### src/rtl/memory_port_arbiter.sv
// memory_port_arbiter
//   Shares one single-port synchronous memory between the core's
//   MemoryController and an external requester (debug / program loader).
//   Per-cycle arbitration favouring the core, a starvation counter that
//   bounds the external wait, and a core lock that keeps a two-cycle store
//   sequence atomic.
//
// Ports
//   clock, reset                 clock and async active-high reset
//   core*  (Req/Write/Lock/Addr/WriteData/ByteEnable)  core request side
//   coreGrant/coreStall/coreReadValid                  core response side
//   ext*   (Req/Write/Addr/WriteData/ByteEnable)       external request side
//   extGrant/extReadValid                              external response side
//   readData                     shared read data (= memReadData)
//   mem*                         memory array port
//
// lastOwner states
//   state    | meaning
//   OWN_IDLE | nobody was granted last cycle
//   OWN_CORE | core was granted last cycle (lock may hold the bus)
//   OWN_EXT  | external requester was granted last cycle
module memory_port_arbiter #(
  parameter int ADDR_WIDTH     = 30,
  parameter int MAX_CORE_BURST = 4
) (
  input  logic                  clock,
  input  logic                  reset,
  input  logic                  coreReq,
  input  logic                  coreWrite,
  input  logic                  coreLock,
  input  logic [ADDR_WIDTH-1:0] coreAddr,
  input  logic [31:0]           coreWriteData,
  input  logic [3:0]            coreByteEnable,
  output logic                  coreGrant,
  output logic                  coreStall,
  output logic                  coreReadValid,
  input  logic                  extReq,
  input  logic                  extWrite,
  input  logic [ADDR_WIDTH-1:0] extAddr,
  input  logic [31:0]           extWriteData,
  input  logic [3:0]            extByteEnable,
  output logic                  extGrant,
  output logic                  extReadValid,
  output logic [31:0]           readData,
  output logic [ADDR_WIDTH-1:0] memAddr,
  output logic [31:0]           memWriteData,
  output logic [3:0]            memByteEnable,
  output logic                  memWriteEnable,
  input  logic [31:0]           memReadData
);

  typedef enum logic [1:0] {
    OWN_IDLE = 2'd0,
    OWN_CORE = 2'd1,
    OWN_EXT  = 2'd2
  } owner_e;

  localparam logic [3:0] BURST_MAX = 4'(MAX_CORE_BURST);

  owner_e     last_owner_q, last_owner_d;
  logic [3:0] starve_q, starve_d;
  logic       core_rv_q, core_rv_d;
  logic       ext_rv_q, ext_rv_d;
  logic       core_gnt, ext_gnt;

  // State register
  always_ff @(posedge clock or posedge reset) begin
    if (reset) begin
      last_owner_q <= OWN_IDLE;
      starve_q     <= '0;
      core_rv_q    <= 1'b0;
      ext_rv_q     <= 1'b0;
    end else begin
      last_owner_q <= last_owner_d;
      starve_q     <= starve_d;
      core_rv_q    <= core_rv_d;
      ext_rv_q     <= ext_rv_d;
    end
  end

  // Next-state logic
  always_comb begin
    last_owner_d = OWN_IDLE;
    if (core_gnt) begin
      last_owner_d = OWN_CORE;
    end else if (ext_gnt) begin
      last_owner_d = OWN_EXT;
    end

    // Keeps saturating through a locked core sequence so the external
    // requester wins on the first contended cycle after the lock drops.
    starve_d = starve_q;
    if (extReq && core_gnt) begin
      if (starve_q < BURST_MAX) begin
        starve_d = starve_q + 4'd1;
      end
    end else if (ext_gnt || !extReq) begin
      starve_d = '0;
    end

    core_rv_d = core_gnt & ~coreWrite;
    ext_rv_d  = ext_gnt & ~extWrite;
  end

  // Output logic: grant decision and memory port mux
  always_comb begin
    core_gnt = 1'b0;
    ext_gnt  = 1'b0;
    if (!reset) begin
      if (last_owner_q == OWN_CORE && coreLock) begin
        // Lock holds the bus even if the core does not access this cycle.
        core_gnt = coreReq;
      end else if (coreReq && extReq) begin
        ext_gnt  = (starve_q == BURST_MAX);
        core_gnt = ~ext_gnt;
      end else begin
        core_gnt = coreReq;
        ext_gnt  = extReq;
      end
    end

    memAddr        = '0;
    memWriteData   = '0;
    memByteEnable  = '0;
    memWriteEnable = 1'b0;
    if (core_gnt) begin
      memAddr        = coreAddr;
      memWriteData   = coreWriteData;
      memByteEnable  = coreByteEnable;
      memWriteEnable = coreWrite;
    end else if (ext_gnt) begin
      memAddr        = extAddr;
      memWriteData   = extWriteData;
      memByteEnable  = extByteEnable;
      memWriteEnable = extWrite;
    end
  end

  assign coreGrant     = core_gnt;
  assign extGrant      = ext_gnt;
  assign coreStall     = coreReq & ~core_gnt;
  assign coreReadValid = core_rv_q;
  assign extReadValid  = ext_rv_q;
  assign readData      = memReadData;

endmodule

### config.mk
export PLATFORM = sky130hd
export DESIGN_NAME = memory_port_arbiter
export DESIGN_NICKNAME = d
export VERILOG_FILES = /design/src/rtl/memory_port_arbiter.sv
export SDC_FILE = /design/constraint.sdc
export NUM_CORES = 1
export LEC_CHECK = 0
export BUFFER_PORTS_ARGS = -buffer_cell sky130_fd_sc_hd__buf_2
export CAP_MARGIN = 20
export CORE_AREA = 3 3 106 108
export CTS_BUF_LIST = sky130_fd_sc_hd__clkbuf_16
export CTS_CLUSTER_DIAMETER = 150
export DETAILED_ROUTE_END_ITERATION = 12
export DIE_AREA = 0 0 109 111
export HOLD_SLACK_MARGIN = 0.12
export REMOVE_ABC_BUFFERS = 1
export SLEW_MARGIN = 20
export SYNTH_ARGS = -nofsm -noshare
export SYNTH_HDL_FRONTEND = slang
export SYNTH_SLANG_ARGS = --single-unit
### constraint.sdc
create_clock -name clock -period 2.93 [get_ports clock]
set_input_delay 0.293 -clock clock [delete_from_list [all_inputs] [get_ports clock]]
set_output_delay 0.293 -clock clock [all_outputs]
set_load 0.01 [all_outputs]
==> results of run 1 <==
==> registers in the layout (all words and copies together) (netlist names) <==
| register | flops |
|---|---|
| starve_q | 4 |
| last_owner_q | 2 |
| coreReadValid | 1 |
| extReadValid | 1 |
==> placed cells by master, fill, tap and decap left out <==
cell type	instances
sky130_fd_sc_hd__buf_2	210
sky130_fd_sc_hd__and2_1	1
sky130_fd_sc_hd__a2111oi_4	1
sky130_fd_sc_hd__nand3b_4	1
sky130_fd_sc_hd__nor3_1	2
sky130_fd_sc_hd__o31ai_1	1
sky130_fd_sc_hd__o21ai_0	2
sky130_fd_sc_hd__nand2_1	70
sky130_fd_sc_hd__dfrtp_1	8
sky130_fd_sc_hd__o32ai_1	67
sky130_fd_sc_hd__a2111oi_0	1
sky130_fd_sc_hd__nor4b_1	1
sky130_fd_sc_hd__clkbuf_16	3
sky130_fd_sc_hd__buf_4	4
sky130_fd_sc_hd__nor2_1	2
sky130_fd_sc_hd__a211o_4	1
sky130_fd_sc_hd__inv_1	70
sky130_fd_sc_hd__o41ai_1	1
sky130_fd_sc_hd__nand4b_1	1
sky130_fd_sc_hd__o21ai_4	1
sky130_fd_sc_hd__ha_1	2
sky130_fd_sc_hd__inv_2	1
sky130_fd_sc_hd__and3b_2	1
sky130_fd_sc_hd__buf_12	1
sky130_fd_sc_hd__nand3_1	3
==> final cells by class <==
type,count,area (sq um)
Clock buffer,3,75.1
Multi-Input combinational cell,159,1060
Timing Repair Buffer,215,1100
Inverter,71,267
Sequential cell,8,200
Tap cell,136,170
Fill cell,1159,7450
==> per-stage QoR <==
stage,cells,area [sq um]
2_1_floorplan,238,1510
4_1_cts,592,2860
3_3_place_gp,589,2790
6_report,592,2870
3_5_place_dp,589,2790
5_1_grt,592,2870
==> metal layers <==
layer	track usage [%]	up-vias	wire [um]
met5	3.57	-	45
met4	2.02	2	61
met3	6.17	8	1170
met2	20.9	197	3740
met1	16.0	1211	3580
li1	-	1311	-
==> critical path: cells and delay by family (launching register included) <==
family          cells  cell delay, ns
compound gates      2            0.93
flops               1            0.39
buf+inv             2            0.29
fa+ha+maj           1            0.21
simple gates        1            0.12
==> kinds of logic (layout without fill, tap and decap cells) <==
logic type	Yosys count	in the layout	share of synthesized area (%)
compound gates	75	75	35.2
fa+ha+maj	2	2	1.32
simple gates	82	82	18.4
flops	8	8	10.6
buf+inv	133	289	34.5
==> power by group through the flow <==
stage	clock [mW]	sequential, mW	combinational (mW)
floorplan	0	0.118	0.158
global placement	0	0.117	0.347
detailed placement	0	0.118	0.351
CTS	0.231	0.116	0.353
global route	0.237	0.116	0.392
finish	0.225	0.116	0.351
==> worst max path at each step <==
stage	startpoint	end	slack, ns	cells past startpoint
after floorplan	starve_q[0]	memAddr[0]	0.23	5
after global placement	starve_q[0]	memAddr[15]	0.49	6
after detailed placement	starve_q[0]	memAddr[15]	0.45	6
after CTS	starve_q[0]	memAddr[15]	0.20	6
after global routing	starve_q[0]	memAddr[15]	0.36	6
final	starve_q[0]	memAddr[15]	0.46	6
==> parameters.txt, run 1 <==
Parameter                              Value

Timing
  Setup total negative slack ... 0 ns
  Number of endpoints failing setup at the final stage ... 0
  Setup repair after global routing missed its margin ... no
  Share of the cycle needed by the critical path after routing ... 84.3%
  Final setup skew ... 0.00367 ns
  Post-route worst hold slack ... 0.236 ns
  Transition at the pin with the smallest max-transition slack ... 0.786 ns
  Final Hold Vio Count ... 0
  Final worst slack ... 0.461 ns
  Achievable Freq ... 405 MHz
  Worst slew margin ... 46.8%
  Final-report max-slew violation count ... 0
  Period minus WS final ... 2.47 ns

Power
  Clock power share ... 32.5%
  Largest voltage drop on the vdd net ... 0.000201 V
  Net load switching power ... 0.239 mW
  Leakage component of the power ... 1.72 nW
  Proportion of total power due to net switching ... 34.5%
  Part of the power in combinational logic ... 50.7%
  Total power draw ... 0.692 mW
  Part of the power in registers ... 16.8%
  Power density normalized to cell area ... 241 nW/um^2
  Int Pwr ... 0.453 mW

Detailed routing
  Overall routed net length ... 8590 um
  First-pass detailed-route iteration total ... 4
  Detailed-route wire length per cell ... 14.5 um
  Vias ... 2,729
  Final antenna-violating net count ... 0
  Number of remaining DRC errors ... 0
  Detailed-route vias per instance ... 4.61
  Number of design-rule violations left by the first detailed-router iteration ... 124

Synth
  Library cell with the largest summed area after synthesis ... sky130_fd_sc_hd__o32ai_1
  Primary FF master, synth ... sky130_fd_sc_hd__dfrtp_1
  Share of the synthesized area in the top cell type ... 31.0%
  Share of synthesized registers carrying an async set or reset ... 100%
  Warnings, synthesis ... 0
  Post-Synthesis Mean Instance Area ... 6.31 sq um
  Seq cells post-synth ... 8
  Most used standard cells in the synthesized netlist ... sky130_fd_sc_hd__inv_1 (70), sky130_fd_sc_hd__nand2_1 (70), sky130_fd_sc_hd__o32ai_1 (67), sky130_fd_sc_hd__buf_4 (33), sky130_fd_sc_hd__clkbuf_1 (18)
  Area of the mapped netlist ... 1890 sq um
  Count of flip-flops with a built-in enable after synthesis ... 0
  Sequential fraction of the synthesis area ... 10.6%
  Mapped Cells ... 300
  Cell types occupying the most area after synthesis ... sky130_fd_sc_hd__o32ai_1 (31%), sky130_fd_sc_hd__inv_1 (14%), sky130_fd_sc_hd__nand2_1 (14%)
  Synth unique cells ... 26

Clock tree
  Worst-case clock buffer depth ... 2
  Count of hold-fix buffers inserted at cts ... 0
  Total number of clock tree sinks ... 8
  Latest clock arrival within the worst-skew pair ... 0.23 ns
  Total clock buffers created by CTS ... 3
  Root Buffer Master ... sky130_fd_sc_hd__clkbuf_16
  Number of H-tree levels ... 1
  TritonCTS clock tree ... done
  Number of buffers inserted to repair setup after CTS ... 0
  Post-cts repair resize count ... 0
  Clk slew on worst S/H paths ... 0.04 ns

Floorplan
  Die outline area ... 12,100 sq um
  Floorplan die width ... 109 um
  Num rows ... 37
  Effective utilization at floorplan ... 18.3%
  Number of primary I/O pins ... 275
  Die Span Y ... 111 um
  Placeable core region ... 10,300 sq um

Setup path
  End of the worst register-to-register path ... extReadValid
  Crit path max-delay cell type ... sky130_fd_sc_hd__a211o_4
  Highest net fanout along the worst path ... 68
  Critical setup path kind ... register to primary output
  Largest stage delay on the critical path ... 0.62 ns
  Reg-to-reg slack, setup ... 1.21 ns
  Arrival time reported for the critical path endpoint ... 2.18 ns
  Critical Path RT ... 2.64 ns
  Critical path capture point type ... primary output
  Cells traversed along the worst timing path ... inv_1 > ha_1 > nand3b_4 > a211o_4 > o32ai_1 > buf_2
  Startpoint Class ... register
  Beginning of the worst register-to-register path ... starve_q[0]
  Register-to-Register Path Depth ... 5

Global routing
  Pin count of the biggest net entering global routing ... 77
  Via count of the first global-routing pass ... 2,627
  Residual overflow from global routing ... 0
  Overall routing resource usage ... 13.1%
  Wire length of the first global-routing pass ... 12,800 um
  Number of antenna violations at the first check in global routing ... 0

Min path
  Hold path depth ... 2
  Hold wc startpoint ... coreWrite
  WHS Endpoint ... coreReadValid
  Class of the most critical hold timing path ... input port to register

Placed design
  Worst Setup Slack post-DPL ... 0.450 ns
  Count of buffers from port buffering ... 210
  Routability congestion estimate from global placement ... 0.771
  Hpwl dp ... 6960 um

Final layout
  Final Core Density ... 27.8%
  Number of antenna cells inserted ... 0
  Synthesis-to-finish area growth ... 51.5%
  Share of cells above drive strength 1 ... 49.1%
  Count of nets after finishing ... 631

Outcome
  Result of the run ... complete, no violations

Flow run
  Max Cap Viol ... 0
Note: power is estimated with default switching activity, not from simulation.
==> run 2: changes to the inputs <==
==> constraint.sdc (replaced) <==
create_clock -name clock -period 2.05 [get_ports clock]
set_input_delay 0.205 -clock clock [delete_from_list [all_inputs] [get_ports clock]]
set_output_delay 0.205 -clock clock [all_outputs]
set_load 0.01 [all_outputs]
==> run 2 against run 1 <==
The run now ends with negative setup slack left. Via count is 11% higher. Clock power increased by 46%. Register-to-register slack worse by 0.80 ns. Hold slack worse by 0.093 ns. Critical path depth rose by 1. Cell area increased by 33%. Die area unchanged. Critical endpoint is now memWriteData[4].
==> parameters.txt, run 2 (synthesis gave the netlist of run 1 again) <==
Parameter                              Value

Clock tree
  Clk slew on worst S/H paths ... 0.04 ns
  Total clock buffers created by CTS ... 3
  Latest clock arrival within the worst-skew pair ... 0.23 ns
  Root Buffer Master ... sky130_fd_sc_hd__clkbuf_16
  Total number of clock tree sinks ... 8
  Number of H-tree levels ... 1
  TritonCTS clock tree ... done
  Worst-case clock buffer depth ... 2

Setup path
  Critical Path RT ... 1.85 ns
  Highest net fanout along the worst path ... 8
  Critical setup path kind ... register to primary output
  Register-to-Register Path Depth ... 7
  Startpoint Class ... register
  Arrival time reported for the critical path endpoint ... 1.90 ns
  Critical path capture point type ... primary output

Floorplan
  Effective utilization at floorplan ... 18.3%
  Floorplan die width ... 109 um
  Die outline area ... 12,100 sq um
  Placeable core region ... 10,300 sq um
  Number of primary I/O pins ... 275
  Num rows ... 37
  Die Span Y ... 111 um

Detailed routing
  Number of design-rule violations left by the first detailed-router iteration ... 166
  Overall routed net length ... 11,600 um
  Vias ... 3,022
  Number of remaining DRC errors ... 0
  Detailed-route wire length per cell ... 18.5 um
  Final antenna-violating net count ... 0
  Detailed-route vias per instance ... 4.84
  First-pass detailed-route iteration total ... 6

Final layout
  Register area ... 200 sq um
  Highest-count cells in the layout ignoring fill and taps ... sky130_fd_sc_hd__buf_2 (210), sky130_fd_sc_hd__nand2_1 (70), sky130_fd_sc_hd__inv_1 (68)
  Count of nets after finishing ... 664
  Number of antenna cells inserted ... 0
  Most common library cell in the layout ignoring fill and taps ... sky130_fd_sc_hd__buf_2
  Layout fillers ... 1,069
  Total area of multi-input combinational cells ... 1470 sq um
  Biggest regs ... starve_q: 4 flops, last_owner_q: 2 flops
  Synthesis-to-finish area growth ... 102%
  Share of cells above drive strength 1 ... 62.4%
  Register with the most flip-flops ... starve_q
  Number of flip-flops under the largest register name ... 4

Outcome
  Violated checks ... negative setup slack
  Result of the run ... finished with violations

Global routing
  Wire length of the first global-routing pass ... 13,500 um
  Number of antenna violations at the first check in global routing ... 0
  Residual overflow from global routing ... 0
  Overall routing resource usage ... 13.9%
  Pin count of the biggest net entering global routing ... 45
  Via count of the first global-routing pass ... 2,760

Placed design
  Hpwl dp ... 7370 um
  Count of buffers from port buffering ... 210
  Routability congestion estimate from global placement ... 0.770

Power
  Int Pwr ... 0.786 mW
  Total power draw ... 1.23 mW
  Power density normalized to cell area ... 322 nW/um^2
  Part of the power in combinational logic ... 59.9%
  Proportion of total power due to net switching ... 36.1%
  Clock power share ... 26.6%
  Net load switching power ... 0.445 mW
  Largest voltage drop on the vdd net ... 0.000287 V
  Leakage component of the power ... 2.10 nW
  Part of the power in registers ... 13.5%

Timing
  Transition at the pin with the smallest max-transition slack ... 0.404 ns
  Final setup skew ... 0.00370 ns
  Achievable Freq ... 475 MHz
  Final-report max-slew violation count ... 0
  Post-route worst hold slack ... 0.143 ns
  Worst slew margin ... 72.4%
  Share of the cycle needed by the critical path after routing ... 103%
  Number of endpoints failing setup at the final stage ... 46
  Final worst slack ... -0.0558 ns
  Setup repair after global routing missed its margin ... yes
  Final Hold Vio Count ... 0
  Period minus WS final ... 2.11 ns

Flow run
  Max Cap Viol ... 0

Min path
  Hold path depth ... 2
  Class of the most critical hold timing path ... input port to register
-- run 2: cell types whose count changed in the layout (fill, tap and decap cells not counted), moves of 2 or more --
| cell | delta |
|---|---|
| sky130_fd_sc_hd__buf_12 | +5 |
| sky130_fd_sc_hd__inv_1 | -2 |
| sky130_fd_sc_hd__o32ai_4 | +3 |
| sky130_fd_sc_hd__buf_6 | +3 |
| sky130_fd_sc_hd__inv_2 | +2 |
| sky130_fd_sc_hd__o32ai_2 | +43 |
| sky130_fd_sc_hd__buf_8 | +2 |
| sky130_fd_sc_hd__buf_4 | +9 |
| sky130_fd_sc_hd__o32ai_1 | -46 |
| sky130_fd_sc_hd__clkbuf_16 | +11 |
-- run 2: power groups by stage --
stage | clock, mW | sequential [mW] | combinational [mW]
after detailed placement | 0 | 0.168 | 0.520
after global routing | 0.342 | 0.166 | 0.798
after CTS | 0.331 | 0.166 | 0.550
after global placement | 0 | 0.168 | 0.510
final | 0.328 | 0.166 | 0.737
after floorplan | 0 | 0.168 | 0.226
-- run 2: layout make-up --
type / instances / area share (%)
Clock buffer: 3 / 1.96
Inverter: 71 / 6.97
Multi-Input combinational cell: 160 / 38.4
Sequential cell: 8 / 5.24
Tap cell: 136 / 4.45
Timing Repair Buffer: 247 / 43.0
-- run 2: repair_timing --
item	CTS	global route
pin swaps	2	3
gates cloned	1	16
setup endpoints to repair	67	67
buffers inserted	0	10
gates resized for setup	14	51
hold buffers	1	0
endpoints found under the hold margin	8	0
-- run 2: worst paths after layout --
| kind | startpoint | endpoint | slack (ns) |
|---|---|---|---|
| min in group asynchronous | reset | coreReadValid | 0.63 |
| max in group asynchronous | reset | last_owner_q[1] | 1.17 |
| max reg2reg | starve_q[1] | extReadValid | 0.41 |
| min reg2reg | starve_q[3] | starve_q[3] | 0.55 |
| min | coreWrite | coreReadValid | 0.14 |
| max | starve_q[1] | memWriteData[4] | -0.06 |
-- run 2: per-stage QoR --
step	worst slack [ns]	util [%]	setup TNS, ns	cell area [sq um]	instances
5_1_grt	-0.141	37.0	-5.06	3820	625
2_1_floorplan	-0.564	-	-39.21	1510	238
3_5_place_dp	0.0882	27.6	0	2850	594
4_1_cts	0.00463	29.4	0	3040	599
6_report	-0.0558	37.0	-1.00	3820	625
3_3_place_gp	0.113	27.6	0	2850	594
-- run 2: per-layer routing --
layer,part of all wire (%),track usage (%)
met1,38,16.3
met2,48,22.0
met3,12,7.34
met4,1.3,3.03
met5,0.39,3.57
-- run 2: critical path, stage by stage (launching register included) --
cell and delay (ns):
sky130_fd_sc_hd__dfrtp_1 0.39, sky130_fd_sc_hd__inv_2 0.09, sky130_fd_sc_hd__ha_4 0.15, sky130_fd_sc_hd__nand3b_4 0.10, sky130_fd_sc_hd__a211o_4 0.44, sky130_fd_sc_hd__clkbuf_16 0.21, sky130_fd_sc_hd__o32ai_2 0.11, sky130_fd_sc_hd__buf_2 0.18
==> run 3: changes to the inputs <==
--- a/config.mk
+++ b/config.mk
@@ -5,13 +5,13 @@
 export SDC_FILE = /design/constraint.sdc
 export NUM_CORES = 1
 export LEC_CHECK = 0
-export BUFFER_PORTS_ARGS = -buffer_cell sky130_fd_sc_hd__buf_2
 export CAP_MARGIN = 20
-export CORE_AREA = 3 3 106 108
+export CORE_AREA = 3 3 104 106
 export CTS_BUF_LIST = sky130_fd_sc_hd__clkbuf_16
 export CTS_CLUSTER_DIAMETER = 150
 export DETAILED_ROUTE_END_ITERATION = 12
-export DIE_AREA = 0 0 109 111
+export DIE_AREA = 0 0 107 109
+export DONT_BUFFER_PORTS = 1
 export HOLD_SLACK_MARGIN = 0.12
 export REMOVE_ABC_BUFFERS = 1
 export SLEW_MARGIN = 20
==> run 3 against run 2 <==
The flow now finishes without violations. Clock skew down 0.00095 ns. Cell area is 27% lower. Clock power increased by 2%. Die area down 3.6%. First-iteration DRC count fell by 19%. Cell count decreased by 36%. Global-route usage up 0.80 points. Routed wire length fell by 14%. Non-clock buffer count is 221 lower. Critical path type unchanged.
==> parameters.txt, run 3 (synthesis gave the netlist of run 1 again) <==
Parameter                              Value

Min path
  Class of the most critical hold timing path ... input port to register
  Hold wc startpoint ... extReq
  WHS Endpoint ... starve_q[2]
  Hold path depth ... 2

Floorplan
  Effective utilization at floorplan ... 19.2%
  Num rows ... 36
  Floorplan die width ... 107 um
  Number of primary I/O pins ... 275
  Placeable core region ... 9860 sq um
  Die Span Y ... 109 um
  Die outline area ... 11,700 sq um

Detailed routing
  Detailed-route vias per instance ... 5.41
  Number of remaining DRC errors ... 0
  Final antenna-violating net count ... 0
  Overall routed net length ... 9960 um
  Wire length on met3 ... 1170 um
  Vias ... 2,164
  Number of design-rule violations left by the first detailed-router iteration ... 134
  First-pass detailed-route iteration total ... 4
  Wire length on met2 ... 4710 um
  Detailed-route wire length per cell ... 24.9 um
  Uppermost layer routed ... met5
  Met1 wire length ... 3860 um

Clock tree
  TritonCTS clock tree ... done
  Latest clock arrival within the worst-skew pair ... 0.24 ns
  Total number of clock tree sinks ... 8
  Total clock buffers created by CTS ... 3
  Number of H-tree levels ... 1
  Clk slew on worst S/H paths ... 0.04 ns
  Worst-case clock buffer depth ... 2
  Root Buffer Master ... sky130_fd_sc_hd__clkbuf_16

Timing
  Share of the cycle needed by the critical path after routing ... 99.4%
  Worst slew margin ... 49.4%
  Final Hold Vio Count ... 0
  Achievable Freq ... 491 MHz
  Period minus WS final ... 2.04 ns
  Number of endpoints failing setup at the final stage ... 0
  Final-report max-slew violation count ... 0
  Transition at the pin with the smallest max-transition slack ... 0.748 ns
  Setup repair after global routing missed its margin ... yes
  Post-route worst hold slack ... 0.128 ns
  Final setup skew ... 0.00275 ns

Setup path
  Critical path capture point type ... primary output
  Beginning of the worst register-to-register path ... starve_q[0]
  Crit path max-delay cell type ... sky130_fd_sc_hd__a211o_4
  End of the worst register-to-register path ... starve_q[2]
  Arrival time reported for the critical path endpoint ... 1.83 ns
  Startpoint Class ... register
  Register-to-Register Path Depth ... 5
  Kind of cell adding the most delay to the critical path ... compound AO/OA/AOI/OAI gates
  Buffers and inverters on the worst path ... 2
  Cells traversed along the worst timing path ... inv_2 > ha_4 > nand3b_4 > a211o_4 > buf_12 > o32ai_2
  Largest stage delay on the critical path ... 0.41 ns
  Critical setup path kind ... register to primary output
  Highest net fanout along the worst path ... 37
  Reg-to-reg slack, setup ... 0.42 ns
  Critical Path RT ... 1.85 ns

Power
  Power density normalized to cell area ... 360 nW/um^2
  Leakage component of the power ... 1.10 nW
  Total power draw ... 1.01 mW
  Largest voltage drop on the vdd net ... 0.000214 V

Global routing
  Residual overflow from global routing ... 0
  Overall routing resource usage ... 14.7%
  Via count of the first global-routing pass ... 2,131
  Number of antenna violations at the first check in global routing ... 1
  Pin count of the biggest net entering global routing ... 77
  Wire length of the first global-routing pass ... 12,700 um

Final layout
  Register with the most flip-flops ... starve_q
  Number of antenna cells inserted ... 0
  Share of cells above drive strength 1 ... 36.7%
  Most common library cell in the layout ignoring fill and taps ... sky130_fd_sc_hd__nand2_1
  Count of nets after finishing ... 442
  Layout fillers ... 1,026
  Highest-count cells in the layout ignoring fill and taps ... sky130_fd_sc_hd__nand2_1 (70), sky130_fd_sc_hd__inv_1 (68), sky130_fd_sc_hd__o32ai_2 (47)
  Summed area of non-filler cells in the final layout ... 2800 sq um
  Number of flip-flops under the largest register name ... 4
  Synthesis-to-finish area growth ... 48.0%
  Biggest regs ... starve_q: 4 flops, last_owner_q: 2 flops

Outcome
  Result of the run ... complete, no violations

Placed design
  Routability congestion estimate from global placement ... 0.709
  Hpwl dp ... 6220 um
  Count of buffers from port buffering ... 0
  Placement-stage cell area ... 1760 sq um

Flow run
  Max Cap Viol ... 0
## run 3: changes by cell type in the layout (fill, tap and decap cells not counted), sizes merged
cell	before	now
a211o	2	1
buf	235	20
clkbuf	14	4
dlygate4sd3	1	5
## run 3: what timing repair did
action                                 in CTS  in global routing
pin swaps                                   3                  3
cloned                                      3                  1
endpoints found under the hold margin      15                  0
hold buffers                                5                  0
buffers inserted                           11                  2
resized for setup                          76                 17
setup endpoints to repair                  63                 67
## run 3: how the worst max path moves through the flow
stage / start / end / slack, ns / cells past startpoint
after floorplan: starve_q[0] / memAddr[0] / -0.56 / 5
after global placement: starve_q[0] / memWriteData[30] / 0.17 / 6
after detailed placement: starve_q[0] / memAddr[24] / 0.11 / 6
after CTS: starve_q[0] / memWriteData[14] / 0.02 / 7
after global routing: starve_q[0] / coreStall / -0.08 / 8
final: starve_q[0] / memWriteData[25] / 0.01 / 6
## run 3: worst register-to-register path: stages, from the launching register on
cell and delay, ns:
sky130_fd_sc_hd__dfrtp_1 0.40, sky130_fd_sc_hd__inv_2 0.09, sky130_fd_sc_hd__ha_4 0.15, sky130_fd_sc_hd__nand3b_4 0.10, sky130_fd_sc_hd__a2111oi_4 0.58, sky130_fd_sc_hd__o21ai_0 0.18
## run 3: through the flow
step	setup TNS, ns	worst slack [ns]	cells	utilization, %
global route	-1.59	-0.0799	400	28.4
floorplan	-39.21	-0.564	238	-
detailed placement	0	0.106	376	17.8
global placement	0	0.171	376	17.8
CTS	0	0.0185	398	26.5
finish	0	0.0117	400	28.4
## run 3: per-layer routing
metal / vias to the layer above / GRT usage [%]
met5: - / 4.91
met4: 4 / 3.56
met3: 15 / 7.52
met2: 187 / 24.3
met1: 1024 / 16.6
li1: 934 / -
## run 3: final cells by class
cell class / count / area [sq um] / share of cell area [%]
clock buffer: 3 / 75.1 / 2.68
inverter: 71 / 267 / 9.51
multi-input combinational: 159 / 1740 / 62.2
sequential: 8 / 200 / 7.14
tap: 133 / 166 / 5.94
timing repair buffer: 26 / 350 / 12.5
## run 3: report_power, final
part / internal (mW) / switching (mW)
registers: 0.164 / 0.00342
logic: 0.217 / 0.291
clock network: 0.252 / 0.0813
